==> src/rtl/c3_ctrl_pkg.sv <==
// Shared constants for the C3 feature-map BRAM control logic.
// Holds the requester ids, the legal read latencies and the round-robin preference type.
package c3_ctrl_pkg;

    localparam logic ID_P0 = 1'b0;
    localparam logic ID_P1 = 1'b1;

    // These latencies match the BRAM RAM_PERFORMANCE setting.
    localparam int RD_LAT_HIGH_PERF = 2;
    localparam int RD_LAT_LOW_LAT   = 1;

    typedef enum logic {
        PREF_P0 = 1'b0,
        PREF_P1 = 1'b1
    } rr_pref_e;

endpackage

==> src/rtl/c3_rd_tag_pipe.sv <==
// Delay line of {valid,id} pairs that follows each read through the BRAM latency.
// Stage 0 is loaded at the accepting edge; the last stage lines up with the BRAM output.
module c3_rd_tag_pipe #(
    parameter int DEPTH = 3
) (
    input  logic             clk,
    input  logic             rst,
    input  logic             in_valid,
    input  logic             in_id,
    output logic [DEPTH-1:0] valid,
    output logic             out_id
);

    logic [DEPTH-1:0] id_sr;

    always_ff @(posedge clk or negedge rst) begin
        if (!rst) begin
            valid <= '0;
            id_sr <= '0;
        end else begin
            valid <= {valid[DEPTH-2:0], in_valid};
            id_sr <= {id_sr[DEPTH-2:0], in_id};
        end
    end

    assign out_id = id_sr[DEPTH-1];

endmodule

==> src/rtl/c3_bram_port_arbiter.sv <==
// Shares BRAM port A between the conv writer/reader (P0) and the pooling reader (P1).
// It uses a round-robin or fixed-priority grant and a registered BRAM drive, and returns read data tagged to its issuer.
module c3_bram_port_arbiter
    import c3_ctrl_pkg::*;
#(
    parameter int ADDR_W    = 10,
    parameter int DATA_W    = 18,
    parameter int RD_LAT    = RD_LAT_HIGH_PERF,
    parameter bit FIXED_PRI = 1'b0
) (
    input  logic              clk,
    input  logic              rst,
    input  logic              req0,
    input  logic              req1,
    input  logic              we0,
    input  logic              we1,
    input  logic [ADDR_W-1:0] addr0,
    input  logic [ADDR_W-1:0] addr1,
    input  logic [DATA_W-1:0] wdata0,
    input  logic [DATA_W-1:0] wdata1,
    output logic              gnt0,
    output logic              gnt1,
    output logic              rvalid0,
    output logic              rvalid1,
    output logic [DATA_W-1:0] rdata,
    output logic              busy,
    output logic              bram_ena,
    output logic              bram_wea,
    output logic [ADDR_W-1:0] bram_addra,
    output logic [DATA_W-1:0] bram_dina,
    output logic              bram_regcea,
    output logic              bram_rsta,
    input  logic [DATA_W-1:0] bram_douta
);

    localparam int DEPTH = RD_LAT + 1;

    if (RD_LAT != 1 && RD_LAT != 2) begin : g_bad_rd_lat
        $error("c3_bram_port_arbiter: RD_LAT must be 1 or 2, got %0d", RD_LAT);
    end

    rr_pref_e          rr_ptr;
    rr_pref_e          rr_next;
    logic              accept;
    logic              win_id;
    logic              win_we;
    logic [ADDR_W-1:0] win_addr;
    logic [DATA_W-1:0] win_wdata;
    logic [DEPTH-1:0]  pipe_valid;
    logic              pipe_out_id;

    // Only a tie consults the preference; a lone requester is always granted.
    always_comb begin
        gnt0 = 1'b0;
        gnt1 = 1'b0;
        if (req0 && req1) begin
            if (FIXED_PRI || rr_ptr == PREF_P0) begin
                gnt0 = 1'b1;
            end else begin
                gnt1 = 1'b1;
            end
        end else begin
            gnt0 = req0;
            gnt1 = req1;
        end
    end

    always_comb begin
        rr_next = rr_ptr;
        if (gnt0) begin
            rr_next = PREF_P1;
        end else if (gnt1) begin
            rr_next = PREF_P0;
        end
    end

    always_ff @(posedge clk or negedge rst) begin
        if (!rst) begin
            rr_ptr <= PREF_P0;
        end else begin
            rr_ptr <= rr_next;
        end
    end

    assign accept    = gnt0 | gnt1;
    assign win_id    = gnt1 ? ID_P1 : ID_P0;
    assign win_we    = gnt1 ? we1 : we0;
    assign win_addr  = gnt1 ? addr1 : addr0;
    assign win_wdata = gnt1 ? wdata1 : wdata0;

    // Address and data hold on idle cycles so port A does not toggle needlessly.
    always_ff @(posedge clk or negedge rst) begin
        if (!rst) begin
            bram_ena   <= 1'b0;
            bram_wea   <= 1'b0;
            bram_addra <= '0;
            bram_dina  <= '0;
        end else begin
            bram_ena <= accept;
            bram_wea <= accept & win_we;
            if (accept) begin
                bram_addra <= win_addr;
                bram_dina  <= win_wdata;
            end
        end
    end

    c3_rd_tag_pipe #(
        .DEPTH (DEPTH)
    ) u_rd_tag_pipe (
        .clk      (clk),
        .rst      (rst),
        .in_valid (accept & ~win_we),
        .in_id    (win_id),
        .valid    (pipe_valid),
        .out_id   (pipe_out_id)
    );

    // The BRAM output register must capture exactly one cycle after the array read.
    if (RD_LAT == 2) begin : g_regce
        assign bram_regcea = pipe_valid[1];
    end else begin : g_no_regce
        assign bram_regcea = 1'b0;
    end

    assign rvalid0   = pipe_valid[RD_LAT] & (pipe_out_id == ID_P0);
    assign rvalid1   = pipe_valid[RD_LAT] & (pipe_out_id == ID_P1);
    assign busy      = |pipe_valid;
    assign rdata     = bram_douta;
    assign bram_rsta = rst;

endmodule

==> config.mk <==
export PLATFORM = sky130hd
export DESIGN_NAME = c3_bram_port_arbiter
export DESIGN_NICKNAME = d
export VERILOG_FILES = /design/src/rtl/c3_ctrl_pkg.sv /design/src/rtl/c3_rd_tag_pipe.sv /design/src/rtl/c3_bram_port_arbiter.sv
export SDC_FILE = /design/constraint.sdc
export NUM_CORES = 1
export LEC_CHECK = 0
export CAP_MARGIN = 25
export CORE_MARGIN = 4
export CORE_UTILIZATION = 33
export CTS_CLUSTER_DIAMETER = 100
export DETAILED_ROUTE_END_ITERATION = 16
export HOLD_SLACK_MARGIN = 0.05
export PLACE_DENSITY_LB_ADDON = 0.15
export SYNTH_ARGS = -nofsm -noshare
export SYNTH_HDL_FRONTEND = slang
export SYNTH_SLANG_ARGS = --single-unit
==> constraint.sdc <==
create_clock -name clk -period 1 [get_ports clk]
set_input_delay 0.2 -clock clk [delete_from_list [all_inputs] [get_ports clk]]
set_output_delay 0.2 -clock clk [all_outputs]
set_load 0.02 [all_outputs]
# ---- Word level (Yosys, flattened, before mapping)
# Index checks and enable logic that the tools add are counted.
dict set report op_classes {
  n_mux 10
  multipliers 0
  bitwise 7
  reduce_logical 3
  order_cmp 0
  addsub 0
  n_shift 0
  eq_ne 0
  n_div 0
}
# operator n
set ops {}
lappend ops {{two-way mux 18 bit} 1}
lappend ops {{two-way mux 10 bit} 1}
lappend ops {{two-way mux 1 bit} 8}
lappend ops {{AND 1 bit} 4}
lappend ops {{OR reduction 3 bit} 1}
lappend ops {{NOT 1 bit} 2}
lappend ops {{nonzero test 2 bit} 1}
lappend ops {{logical AND 1 bit} 1}
lappend ops {{bitwise OR 1 bit} 1}
dict set report word_totals {
  mem_bits_ro 0
  reg_bits 37
  inputBits 80
  mem_count 0
  latchBits 0
  elab_cells 27
  output_inout_bits 55
  mem_bits_rw 0
}

# ---- Depth between registers and ports, before layout
# Gate-level depths: netlist of the first run.
dict set report depth {
  depth_word 5
  ltp_mapped 6
}

# ---- Cells and area by module
# Synthesis of the first run repeated with hierarchy kept, for this count alone.
dict set report unflattened {
  cells_unflattened 193
  area_unflattened_um2 1973.1
}
# module cells_per_inst n_inst area_per_inst_um2
set by_module_without_submodules {}
lappend by_module_without_submodules {c3_bram_port_arbiter 187 1 1823.0}
lappend by_module_without_submodules {c3_rd_tag_pipe 6 1 150.1}

# ---- Worst setup path before layout of the first run
# Ideal clock, no wire load.
dict set report synth_timing {
  path_kind {reg2out}
  start {register u_rd_tag_pipe.valid[1]}
  end {output busy}
  path_stages_with_launch 2
  n_path_buf 0
  t_arrival_ps 904
  slack_ps -104
  cell_sequence {dfrtp_1 > or3_1}
}
dict set report synth_between {
  elab_chain_len 1
}
# item line
set synth_lines {}
lappend synth_lines {{from (decl)} c3_rd_tag_pipe.sv:10} ;# output logic [DEPTH-1:0] valid,
lappend synth_lines {{from (signal assigned)} c3_rd_tag_pipe.sv:21} ;# valid <= {valid[DEPTH-2:0], in_valid};
lappend synth_lines {{OR reduction 3 bit} c3_bram_port_arbiter.sv:128} ;# assign busy = |pipe_valid;
lappend synth_lines {{to (decl)} c3_bram_port_arbiter.sv:26} ;# output logic busy,
# Every way passes these cells.

# ---- Worst setup path after layout of the first run
dict set report layout_timing {
  start {register u_rd_tag_pipe.valid[2]}
  end {output busy}
}
# The elaborated chain is that of the path after synthesis.

==> impl_metrics.tcl, run 1 <==
set metrics [dict create \
    outcome "complete, but fails checks" \
    violations "negative setup slack" \
    synthesis.nets 247 \
    multiInputGateArea_um2 1110 \
    holdWs_ps 308 \
    vdd_drop_max_uv 824 \
    pre_cts_ws_ps -808 \
    worst_ep_arrival_time_ps 1200 \
    wl_per_cell_um 17.8 \
    die-area_um2 7720 \
    finClkSkew_ps 8.16 \
    clock_latency_ps 290 \
    synth-seq-area-share_pct 44.0 \
    worstPathRequired_ps 800 \
    whs_endpoint "bram_ena$_DFF_PN0_" \
    syn2layout_area_growth_pct 74.0 \
    clockBufferDepth 2 \
    coreArea_um2 6060 \
    yosys.area.top_type "dfrtp_1" \
    die_y_um 87.9 \
    fin_nets 354 \
    post_synth_num_cell_types 23 \
    clkSlewWorstSetupHoldPaths_ps 80 \
    hold_violations 0 \
    dr.pass1.iters 4 \
    num_vias 1707 \
    grt_pass1_wl_um 9770 \
    clockRootBuffer "clkbuf_8" \
    slowest_stage "or3_4" \
    netlist_area_um2 2110 \
    rrSetupSlack_ps -260 \
    worstSetupPathType "flip-flop to output pin" \
    grt_overflow 0 \
    drtIter0Drc 29 \
    seq_area_um2 927 \
    cts_tree "yes" \
    utilization_pct 60.4 \
    hold_path.class "input port to flip-flop" \
    relSlewSlack_pct 68.7 \
    die_x_um 87.9 \
    place.gp.congestion 0.712 \
    grt_usage_pct 16.7 \
    cp-end-kind "output pin" \
    fp-row-count 28 \
    finalSetupViolCount 65 \
    reg2reg_from "rr_ptr$_DFFE_PN0P_" \
    hold_depth 2 \
    synthTopCellsByArea "dfrtp_1, o22ai_2, mux2i_1, buf_4, a21oi_1" \
    clock-sinks 37 \
    fmax_mhz 712 \
    io_buffers 98 \
    min_from "req0" \
    powerDensity_nw_per_um2 1350 \
    ys_seq_elements 37 \
    wl_um 6220 \
    r2r_cells 5 \
    hpwl_um 3840 \
    grt_pass1_vias 1823 \
    grt_antenna_before_repair 0 \
    crit_chain "or3_4 -> buf_6" \
    rsz0062_at_grt "yes" \
    synth_top_area_share_pct 44.0 \
    rr_endpoint "bram_addra[5]$_DFFE_PN0P_" \
    drtAntennaViolNets 0 \
    initial_utilization_pct 34.7 \
    viasPerCell 4.89 \
    antenna_cells 0 \
    syn_inst 167 \
    finalPower_w 0.00494 \
    drive_gt1_share_pct 50.0 \
    maxCapViolCount 0 \
    pin_count 135 \
    avgSynthCellArea_um2 12.6 \
    tightest_slew_ps 470 \
    cp_slowest_stage_delay_ps 390 \
    drc 0 \
    slew_violations 0 \
    grt_max_degree 38 \
    yosysWarnings 0 \
    fillers 508 \
    startpoint_type "flip-flop" \
    worst_slack_ps -404 \
    tns_ps -9280 \
    crit_fanout 2 \
    ctsHtreeMaxLevel 2 \
    cts-buffers-inserted 5 \
    min_period_ps 1400 \
    power_leakage_nw 1.53 \
    min_period_over_period_pct 140 \
]
cell usage after synthesis:
master,count
nand2_2,1
a21oi_2,10
inv_1,3
or3_1,1
o22ai_1,1
and2_1,1
inv_4,1
a21boi_2,1
buf_4,20
nor2b_1,1
dfrtp_1,37
or2_2,1
o21ai_1,1
mux2i_1,28
clkbuf_1,1
buf_12,2
clkbuf_4,2
a22o_1,1
o22ai_2,28
a21bo_4,1
buf_2,2
a21oi_1,18
buf_6,5
worst max-delay path: cells and delay by family, from the launching register on:
family / cells / cell delay [ps]
and+or+nand+nor: 1 / 390
DFF: 1 / 380
buffers and inverters: 1 / 140
report_power, final:
part / leakage (nW) / switching, W / internal [W] / total, W
clock: 0.0410 / 0.000516 / 0.000474 / 0.000990
combinational: 1.06 / 0.000940 / 0.00119 / 0.00212
sequential: 0.428 / 0.000138 / 0.00169 / 0.00183
total: 1.53 / 0.00159 / 0.00335 / 0.00494
state kept, by name, summed over array words and instances (netlist names):
register / count
bram_addra: 10
bram_dina: 18
bram_ena: 1
bram_wea: 1
rr_ptr: 1
u_rd_tag_pipe.id_sr: 3
u_rd_tag_pipe.valid: 3
repair_timing:
item                                    4_1_cts  5_1_grt
cloned                                        5        0
endpoints found under the hold margin        37        0
setup buffers                                 8       11
hold buffers                                  1        0
resized for setup                           242       29
pin swaps                                     4        5
endpoints found under the setup margin       68       69
worst max-delay path by stage:
| stage | end | from | slack (ps) |
|---|---|---|---|
| finish | busy | u_rd_tag_pipe.valid[2]$_DFF_PN0_ | -400 |
| global route | busy | u_rd_tag_pipe.valid[2]$_DFF_PN0_ | -430 |
| CTS | busy | u_rd_tag_pipe.valid[2]$_DFF_PN0_ | -410 |
| detailed placement | gnt0 | req0 | -810 |
| global placement | gnt0 | req0 | -800 |
| floorplan | bram_addra[3]$_DFFE_PN0P_ | rr_ptr$_DFFE_PN0P_ | -50 |
final cells by class:
type / count / area share (%)
inverter: 4 / 0.615
clock inverter: 1 / 0.137
sequential: 37 / 25.3
timing repair buffer: 132 / 39.1
clock buffer: 6 / 1.98
tap: 75 / 2.56
multi-input combinational: 94 / 30.3
per-layer routing:
metal	global-route usage, %	part of all wire, %
met1	21.1	42
met3	4.14	7.1
met4	4.88	1.8
met2	28.2	49
met5	0	0
stage by stage:
step	std cells	cell area, um^2
floorplan	167	2130
global placement	321	3030
detailed placement	321	3030
CTS	342	3460
global route	349	3660
finish	349	3660
cell usage in the layout (no fill, tap or decap), types with 2 or more instances in the layout:
| cell type | synthesis | routed |
|---|---|---|
| clkdlybuf4s50_1 | 0 | 58 |
| clkbuf_8 | 0 | 5 |
| o22ai_4 | 0 | 20 |
| dfrtp_1 | 37 | 36 |
| buf_4 | 20 | 17 |
| buf_2 | 2 | 3 |
| a21oi_2 | 10 | 21 |
| mux2i_1 | 28 | 28 |
| buf_6 | 5 | 43 |
| a21oi_1 | 18 | 7 |
| buf_16 | 0 | 5 |
| buf_12 | 2 | 3 |
| dlygate4sd2_1 | 0 | 2 |
| inv_1 | 3 | 2 |
| o22ai_2 | 28 | 9 |
logic make-up (layout without fill, tap and decap cells):
| logic type | after synthesis | in the layout | synth area share [%] |
|---|---|---|---|
| flops | 37 | 37 | 44.0 |
| simple gates | 5 | 5 | 1.49 |
| buf+inv | 36 | 143 | 13.9 |
| compound gates | 61 | 61 | 27.3 |
| mux | 28 | 28 | 13.3 |
Note: power is estimated with default switching activity, not from simulation.
==> run 2, diff against run 1 <==
- CORE_MARGIN: 4 -> not set
==> impl_metrics.tcl, run 2 (synthesis gave the netlist of run 1 again) <==
set metrics [dict create \
    worstSetupStartpoint "u_rd_tag_pipe.valid[2]$_DFF_PN0_" \
    grt_util_met3_pct 5.22 \
    rsz0062_at_grt "yes" \
    fp-row-count 28 \
    powerDensity_nw_per_um2 1470 \
    pin_count 135 \
    die_x_um 81.9 \
    grt_pass1_wl_um 8940 \
    maxCapViolCount 0 \
    worstPathRequired_ps 800 \
    worstSetupPathType "flip-flop to output pin" \
    multiInputGateArea_um2 1130 \
    reg2reg_from "rr_ptr$_DFFE_PN0P_" \
    hold_path.class "input port to flip-flop" \
    dr.pass1.iters 4 \
    fin_nets 355 \
    viasPerCell 4.89 \
    io_buffers 98 \
    finalPower_w 0.00552 \
    slew_violations 0 \
    holdWs_ps 325 \
    fillers 498 \
    seqPwrFrac_pct 33.0 \
    min_period_over_period_pct 139 \
    largest_reg_flops 18 \
    coreArea_um2 6030 \
    utilization_pct 62.2 \
    worst_slack_ps -385 \
    power.share.switching_pct 29.8 \
    antenna_cells 0 \
    die-area_um2 6700 \
    wl_per_cell_um 16.9 \
    outcome "complete, but fails checks" \
    hpwl_um 3520 \
    pwr-share-clk_pct 28.2 \
    crit_fanout 2 \
    largest_register "bram_dina" \
    mostFrequentLayoutCells "clkdlybuf4s50_1, buf_6, dfrtp_1, mux2i_1" \
    layout_commonest_cell "clkdlybuf4s50_1" \
    fmax_mhz 722 \
    finalInstanceArea_um2 3750 \
    grt_antenna_before_repair 0 \
    finClkSkew_ps 4.81 \
    placed_cell_area_um2 3060 \
    seq_area_um2 927 \
    clock-sinks 37 \
    clockBufferDepth 2 \
    worst_ep_arrival_time_ps 1190 \
    finalSetupViolCount 65 \
    cts-buffers-inserted 5 \
    min_from "req0" \
    gr-usage-met1_pct 22.0 \
    startpoint_type "flip-flop" \
    ctsHtreeMaxLevel 2 \
    gr-usage-met2_pct 29.8 \
    initial_utilization_pct 34.9 \
    num_vias 1715 \
    place.gp.congestion 0.671 \
    drtIter0Drc 30 \
    power_leakage_nw 1.56 \
    grt_overflow 0 \
    hold_violations 0 \
    cts_tree "yes" \
    reg_top3 "bram_dina: 18 flops, bram_addra: 10 flops" \
    syn2layout_area_growth_pct 78.0 \
    clock_latency_ps 290 \
    grt_pass1_vias 1793 \
    final_cells 351 \
    relSlewSlack_pct 67.6 \
    drtAntennaViolNets 0 \
    clkSlewWorstSetupHoldPaths_ps 80 \
    share_comb_of_total_power_pct 38.9 \
    drc 0 \
    grt_usage_pct 18.0 \
    cp-end-kind "output pin" \
    clockRootBuffer "clkbuf_8" \
    wl_um 5950 \
    drive_gt1_share_pct 51.1 \
    tightest_slew_ps 486 \
    grt_max_degree 38 \
    die_y_um 81.9 \
    busiest_layer "met2" \
    p_sw_w 0.00164 \
    p_int_w 0.00388 \
    min_period_ps 1390 \
    dp_cells 325 \
    violations "negative setup slack" \
    vdd_drop_max_uv 904 \
]
==> run 2: changes by cell type in the layout (fill, tap and decap cells not counted), sizes merged <==
cell	before	now
buf	71	72
bufinv	0	2
clkbuf	6	5
==> run 2: path summary, 6_finish.rpt <==
path	slack, ps	end	depth (start not counted)
min in group asynchronous	510	u_rd_tag_pipe.valid[1]$_DFF_PN0_	3
max in group asynchronous	140	u_rd_tag_pipe.valid[1]$_DFF_PN0_	3
setup / recovery	-390	busy	2
hold reg to reg	350	u_rd_tag_pipe.id_sr[1]$_DFF_PN0_	0
hold / removal	330	bram_ena$_DFF_PN0_	2
setup reg to reg	-290	bram_dina[3]$_DFFE_PN0P_	5
==> run 2: worst max-delay path, stage by stage, from the launching register on <==
cell	delay, ps
dfrtp_1	380
or3_4	380
buf_6	140
==> run 2: power groups by stage <==
stage / clock network [W] / registers [W] / logic (W)
floorplan: 0 / 0.00202 / 0.000722
global placement: 0 / 0.00181 / 0.00162
detailed placement: 0 / 0.00181 / 0.00163
CTS: 0.00159 / 0.00182 / 0.00199
global route: 0.00166 / 0.00184 / 0.00228
finish: 0.00156 / 0.00182 / 0.00215
==> run 2: repair_timing <==
item / 4_1_cts / 5_1_grt
setup endpoints to repair: 68 / 67
setup buffers: 11 / 9
gates resized for setup: 245 / 35
gates cloned: 5 / 0
pin swaps: 4 / 4
hold buffers: 1 / 0
endpoints found under the hold margin: 37 / 0
==> run 2: layer usage <==
| layer | routed length (um) | up-vias |
|---|---|---|
| met1 | 2630 | 807 |
| li1 | - | 817 |
| met4 | 127 | 0 |
| met2 | 2800 | 65 |
| met5 | 0 | - |
| met3 | 388 | 26 |
==> run 2: layout make-up <==
| type | instances | share of cell area (%) |
|---|---|---|
| clock inverter | 3 | 1.74 |
| clock buffer | 5 | 1.84 |
| multi-input combinational | 94 | 30.1 |
| inverter | 4 | 0.601 |
| timing repair buffer | 133 | 38.5 |
| tap | 75 | 2.50 |
| sequential | 37 | 24.7 |
==> run 2: through the flow <==
step / worst slack [ps] / TNS, ps
3_3_place_gp: -855 / -28360
5_1_grt: -440 / -12300
6_report: -385 / -9970
4_1_cts: -399 / -11850
2_1_floorplan: -50.9 / -1140
3_5_place_dp: -838 / -28030
